<file path="config.mk">
export PLATFORM = sky130hd
export DESIGN_NAME = obstacle_scroller
export DESIGN_NICKNAME = d
export VERILOG_FILES = /design/src/rtl/obstacle_scroller.sv
export SDC_FILE = /design/constraint.sdc
export NUM_CORES = 1
export LEC_CHECK = 0
export CORE_AREA = 2 2 56 79
export DETAILED_ROUTE_END_ITERATION = 6
export DIE_AREA = 0 0 58 81
export PLACE_DENSITY = 0.76
export SETUP_SLACK_MARGIN = 0.1
export SKIP_LAST_GASP = 1
export SLEW_MARGIN = 40
export SYNTH_ARGS = -nofsm -noshare
export SYNTH_HDL_FRONTEND = slang
export SYNTH_SLANG_ARGS = --single-unit
export TNS_END_PERCENT = 1
</file>
<file path="constraint.sdc">
create_clock -name clk -period 2.9 [get_ports clk]
set_clock_uncertainty 0.1 [all_clocks]
set_input_delay 0.725 -clock clk [delete_from_list [all_inputs] [get_ports clk]]
set_output_delay 0.725 -clock clk [all_outputs]
set_load 0.01 [all_outputs]
</file>
<file path="src/rtl/obstacle_scroller.sv">
// Obstacle scroller: owns one on-screen obstacle slot. Spawns a pseudo-random cactus or
// bird at the right edge, scrolls it left by `speed` pixels per qualifying tick, retires it
// at the left edge, then idles for a random gap before the next spawn.
module obstacle_scroller #(
    parameter logic [9:0]  SPAWN_COL = 10'd720,
    parameter logic [7:0]  MIN_GAP   = 8'd40,
    parameter logic [7:0]  INIT_GAP  = 8'd60,
    parameter logic [15:0] SEED      = 16'hACE1
) (
    input  logic        clk,
    input  logic        rst,
    input  logic        tick,
    input  logic        run,
    input  logic [3:0]  speed,
    input  logic        bird_en,
    output logic [14:0] obstacle,
    output logic        spawned,
    output logic        passed
);

    typedef enum logic [0:0] {StIdle, StActive} state_e;

    state_e      state_q, state_d;
    logic [7:0]  gap_q, gap_d;
    logic [15:0] lfsr_q, lfsr_d;
    logic        obs_en_q, obs_en_d;
    logic [3:0]  obs_type_q, obs_type_d;
    logic [9:0]  obs_col_q, obs_col_d;
    logic        spawned_q, spawned_d;
    logic        passed_q, passed_d;

    logic        qual_tick;
    logic        lfsr_fb;
    logic [3:0]  spawn_type;
    logic [9:0]  speed_ext;

    assign qual_tick = tick & run;
    assign speed_ext = {6'd0, speed};

    // Free-running LFSR, taps 16,14,13,11; advances every cycle independent of tick/run.
    always_comb begin
        lfsr_fb = lfsr_q[15] ^ lfsr_q[13] ^ lfsr_q[12] ^ lfsr_q[10];
        lfsr_d  = {lfsr_q[14:0], lfsr_fb};
    end

    // Obstacle type chosen from the LFSR value held in the deciding cycle.
    always_comb begin
        spawn_type = 4'd1;
        case (lfsr_q[2:0])
            3'd0: spawn_type = 4'd1;
            3'd1: spawn_type = 4'd2;
            3'd2: spawn_type = 4'd3;
            3'd3: spawn_type = 4'd5;
            3'd4: spawn_type = 4'd6;
            3'd5: spawn_type = 4'd7;
            default: begin
                if (!bird_en) begin
                    spawn_type = 4'd1;
                end else begin
                    case (lfsr_q[4:3])
                        2'd2:    spawn_type = 4'd10;
                        2'd3:    spawn_type = 4'd11;
                        default: spawn_type = 4'd9;
                    endcase
                end
            end
        endcase
    end

    // Next-state logic: spawn / scroll / retire, all gated by a qualifying tick.
    always_comb begin
        state_d    = state_q;
        gap_d      = gap_q;
        obs_en_d   = obs_en_q;
        obs_type_d = obs_type_q;
        obs_col_d  = obs_col_q;
        spawned_d  = 1'b0;
        passed_d   = 1'b0;
        if (qual_tick) begin
            unique case (state_q)
                StIdle: begin
                    if (gap_q != 8'd0) begin
                        gap_d = gap_q - 8'd1;
                    end else begin
                        obs_en_d   = 1'b1;
                        obs_type_d = spawn_type;
                        obs_col_d  = SPAWN_COL;
                        spawned_d  = 1'b1;
                        state_d    = StActive;
                    end
                end
                StActive: begin
                    if (obs_col_q > speed_ext) begin
                        obs_col_d = obs_col_q - speed_ext;
                    end else if (speed != 4'd0) begin
                        // Retire rather than wrap below column 1.
                        obs_en_d   = 1'b0;
                        obs_type_d = 4'd0;
                        obs_col_d  = 10'd0;
                        passed_d   = 1'b1;
                        state_d    = StIdle;
                        gap_d      = MIN_GAP + {2'b00, lfsr_q[11:6]};
                    end
                end
                default: state_d = StIdle;
            endcase
        end
    end

    // State register with synchronous reset; reset drops a live obstacle silently.
    always_ff @(posedge clk) begin
        if (rst) begin
            state_q    <= StIdle;
            gap_q      <= INIT_GAP;
            lfsr_q     <= SEED;
            obs_en_q   <= 1'b0;
            obs_type_q <= 4'd0;
            obs_col_q  <= 10'd0;
            spawned_q  <= 1'b0;
            passed_q   <= 1'b0;
        end else begin
            state_q    <= state_d;
            gap_q      <= gap_d;
            lfsr_q     <= lfsr_d;
            obs_en_q   <= obs_en_d;
            obs_type_q <= obs_type_d;
            obs_col_q  <= obs_col_d;
            spawned_q  <= spawned_d;
            passed_q   <= passed_d;
        end
    end

    // Outputs come straight from registers.
    always_comb begin
        obstacle = {obs_en_q, obs_type_q, obs_col_q};
        spawned  = spawned_q;
        passed   = passed_q;
    end

endmodule

</file>
==> metrics.txt <==
# TYPE chip_impl_metric gauge
chip_impl_metric{name="fillerInstances",unit=""} 362
chip_impl_metric{name="worstPathBufferInverterCount",unit=""} 1
chip_impl_metric{name="post_synth_inst_count",unit=""} 241
chip_impl_metric{name="postSynth.asyncResetShare",unit="%"} 0
chip_impl_metric{name="detailedPlace.worstSlack",unit="ns"} -0.329
chip_impl_metric{name="fin_ws",unit="ns"} 0.0919
chip_impl_info{name="end_of_the_worst_hold_path",value="lfsr_q[15]$_SDFF_PP1_"} 1
chip_impl_metric{name="wl",unit="mm"} 4.97
chip_impl_metric{name="cp.arrival",unit="ns"} 2.89
chip_impl_metric{name="finalSetupTns",unit="ns"} 0
chip_impl_metric{name="max-vdd-ir-drop",unit="uV"} 357
chip_impl_info{name="tritoncts",value="done"} 1
chip_impl_metric{name="crit_path_max_fanout",unit=""} 6
chip_impl_metric{name="avgSynthCellArea",unit="um2"} 8.82
chip_impl_metric{name="synth_area",unit="um2"} 2130
chip_impl_metric{name="cts_buffers",unit=""} 5
chip_impl_metric{name="grt_total_ovfl",unit=""} 0
chip_impl_metric{name="die_area",unit="um2"} 4700
chip_impl_metric{name="critical_path.max_stage_delay",unit="ns"} 0.43
chip_impl_metric{name="core_area",unit="um2"} 4060
chip_impl_metric{name="max_cap_viol_count",unit=""} 0
chip_impl_info{name="grt_setup_unrepaired",value="yes"} 1
chip_impl_info{name="worstReg2RegEnd",value="gap_q[6]$_SDFFE_PP0P_"} 1
chip_impl_metric{name="actual_slew_at_the_worst_max_slew_pin",unit="ns"} 0.535
chip_impl_metric{name="gp_congestion",unit=""} 0.917
chip_impl_metric{name="drive_gt1_share",unit="%"} 17.7
chip_impl_metric{name="ys_warn_count",unit=""} 0
chip_impl_metric{name="groute.usage.overall",unit="%"} 21.9
chip_impl_metric{name="grt_start_max_net_pins",unit=""} 26
chip_impl_metric{name="synthesis.nets",unit=""} 258
chip_impl_metric{name="firstDrtPassIters",unit=""} 4
chip_impl_info{name="cell_chain_of_the_critical_path",value="clkdlybuf4s50_1, ha_1, fa_2, nor2b_4, o311ai_4, a31o_2, a21o_1, a2111oi_2"} 1
chip_impl_metric{name="cell_depth_of_the_worst_hold_path",unit=""} 1
chip_impl_metric{name="areaGrowthSynthToFinish",unit="%"} 25.7
chip_impl_info{name="run_status",value="finished, final reports clean"} 1
chip_impl_metric{name="fin_cells",unit=""} 328
chip_impl_metric{name="buffer_ports.inserted",unit=""} 25
chip_impl_metric{name="drc",unit=""} 0
chip_impl_metric{name="final_count_of_hold_timing_violations",unit=""} 0
chip_impl_info{name="rr_startpoint",value="obs_col_q[0]$_SDFFE_PP0P_"} 1
chip_impl_info{name="element_type_at_the_critical_path_start",value="primary input"} 1
chip_impl_metric{name="clock.fmax",unit="MHz"} 356
chip_impl_metric{name="fin_crit_sh",unit="%"} 96.8
chip_impl_metric{name="vias",unit=""} 1929
chip_impl_info{name="hold_path_class",value="reg2reg"} 1
chip_impl_info{name="critical-path-top-delay-family",value="compound AO/OA/AOI/OAI gates"} 1
chip_impl_metric{name="slew_viol_final",unit=""} 0
chip_impl_metric{name="cts.sink_count",unit=""} 42
chip_impl_info{name="most-common-layout-cells",value="sky130_fd_sc_hd__dfxtp_1 (42), sky130_fd_sc_hd__clkdlybuf4s50_1 (25), sky130_fd_sc_hd__buf_4 (22)"} 1
chip_impl_metric{name="static-leakage-power",unit="nW"} 1.01
chip_impl_metric{name="critical_path_required",unit="ns"} 2.98
chip_impl_metric{name="placed_wire_length_estimate_after_detailed_placement",unit="mm"} 3.63
chip_impl_metric{name="final_core_utilization",unit="%"} 65.7
chip_impl_metric{name="start_util",unit="%"} 52.3
chip_impl_metric{name="synth.yosys.seq_area_share",unit="%"} 39.6
chip_impl_metric{name="regArea",unit="um2"} 841
chip_impl_metric{name="multi_input_comb_area",unit="um2"} 1230
chip_impl_metric{name="num_rows",unit=""} 28
chip_impl_metric{name="shortest_period_the_worst_path_allows",unit="ns"} 2.81
chip_impl_metric{name="final_layout_net_count",unit=""} 299
chip_impl_metric{name="rr_worst_depth",unit=""} 8
chip_impl_metric{name="synth_enable_flop_cells",unit=""} 0
chip_impl_info{name="clk_root_buffer_cell",value="sky130_fd_sc_hd__clkbuf_8"} 1
chip_impl_metric{name="powerDensity",unit="nW/um2"} 452
chip_impl_metric{name="place.detailed.instances",unit=""} 319
chip_impl_metric{name="die_w",unit="um"} 58
chip_impl_metric{name="first_global_vias",unit=""} 1760
chip_impl_metric{name="ys_types",unit=""} 58
chip_impl_metric{name="setup-violations-final",unit=""} 0
chip_impl_info{name="cp-end-kind",value="register"} 1
chip_impl_info{name="critPathSlowestCell",value="sky130_fd_sc_hd__clkdlybuf4s50_1"} 1
chip_impl_metric{name="die_height",unit="um"} 81
chip_impl_info{name="most_frequent_standard_cell_in_the_layout_excluding_fill_and_tap_cells",value="sky130_fd_sc_hd__dfxtp_1"} 1
chip_impl_metric{name="rrSetupSlack",unit="ns"} 0.59
chip_impl_metric{name="wire_per_inst",unit="um"} 15.2
chip_impl_metric{name="count_of_inserted_antenna_diode_cells",unit=""} 0
chip_impl_metric{name="postRouteAntennaNets",unit=""} 0
chip_impl_metric{name="timing.slew.headroom",unit="%"} 64.0
chip_impl_metric{name="grt_antenna_before_repair",unit=""} 0
chip_impl_info{name="hold_path.startpoint",value="lfsr_q[14]$_SDFF_PP0_"} 1
chip_impl_metric{name="top_level_ports",unit=""} 26
chip_impl_metric{name="yosys_register_bits",unit=""} 42
chip_impl_metric{name="first_pass_grt_wire_length",unit="mm"} 7.92
chip_impl_metric{name="hold_ws",unit="ns"} 0.322
chip_impl_metric{name="path_clk_slew",unit="ns"} 0.07
chip_impl_info{name="synth_flop_cell",value="sky130_fd_sc_hd__dfxtp_1"} 1
chip_impl_metric{name="cts_htree_levels",unit=""} 2
chip_impl_info{name="crit_type",value="in2reg"} 1
chip_impl_metric{name="insertion_delay",unit="ns"} 0.30
chip_impl_metric{name="cts_max_path_buffers",unit=""} 2
chip_impl_metric{name="drt_first_iter_violations",unit=""} 88
chip_impl_metric{name="drt-vias-per-instance",unit=""} 5.88
==> report_power, final <==
| part | switching (mW) | leakage, nW | total, mW | internal [mW] |
|---|---|---|---|---|
| registers | 0.0311 | 0.344 | 0.634 | 0.603 |
| logic | 0.0933 | 0.617 | 0.185 | 0.0914 |
| clock network | 0.198 | 0.0472 | 0.389 | 0.191 |
==> cells by family after synthesis <==
family / Yosys count / share of synthesized area, %
AND/OR/NAND/NOR: 92 / 26.0
AO/OA/AOI/OAI: 67 / 20.8
flip-flops: 42 / 39.6
buffers and inverters: 23 / 4.65
adder cells (fa/ha/maj): 8 / 5.06
XOR/XNOR: 7 / 2.88
multiplexers: 2 / 1.00
==> per-layer routing <==
metal | global-route usage, % | wire length [um] | part of all wire [%] | up-vias
met1 | 23.6 | 2000 | 40 | 913
met2 | 41.0 | 2720 | 55 | 35
met4 | 9.30 | 116 | 2.3 | 0
li1 | - | - | - | 969
met5 | 0 | 0 | 0 | -
met3 | 3.98 | 131 | 2.6 | 12
==> sequential cells by signal, summed over array words and instances (netlist names) <==
name	count
gap_q	8
lfsr_q	16
obs_col_q	10
obs_en_q	1
obs_type_q	4
passed	1
spawned	1
state_q	1
==> synth_stat cells, drive strengths merged, types with 3 or more instances <==
master	number	area (um2)
a21oi	16	80.1
a31oi	6	37.5
buf	3	23.8
clkbuf	10	37.5
dfxtp	42	841
ha	7	87.6
inv	10	37.5
nand2	9	41.3
nand2b	4	25.0
nand3	9	45.0
nand4	11	68.8
nor2	16	60.1
nor2b	13	81.3
nor3	6	41.3
o21ai	15	75.1
o21bai	3	22.5
o311ai	5	43.8
or2	9	56.3
xnor2	4	35.0
xor2	3	26.3
==> through the flow <==
stage               area (um2)  total power [mW]
floorplan                 2130             0.757
global placement          2530             0.820
detailed placement        2530             0.823
CTS                       2630              1.21
global route              2670              1.26
finish                    2670              1.21
==> timing repair <==
action	in CTS	in global routing
hold buffers	0	0
pin swaps	0	2
setup buffers	0	1
endpoints found under the setup margin	11	10
resized for setup	1	7
==> final cells by class <==
class	instances	share of cell area, %
inverter	10	1.41
sequential	42	31.5
tap	45	2.11
timing repair buffer	47	15.6
clock buffer	6	3.09
clock inverter	2	0.468
multi-input combinational	176	45.9
==> how the worst max path moves through the flow <==
stage / endpoint / slack, ns / cells after the start / from
final: gap_q[6]$_SDFFE_PP0P_ / 0.09 / 8 / speed[0]
after global routing: gap_q[6]$_SDFFE_PP0P_ / 0.02 / 8 / speed[0]
after CTS: gap_q[6]$_SDFFE_PP0P_ / 0.04 / 8 / speed[0]
after detailed placement: gap_q[6]$_SDFFE_PP0P_ / -0.33 / 8 / speed[2]
after global placement: obs_col_q[9]$_SDFFE_PP0P_ / -0.24 / 9 / speed[0]
after floorplan: gap_q[6]$_SDFFE_PP0P_ / 0.23 / 8 / speed[0]
Note: power is estimated with default switching activity, not from simulation.
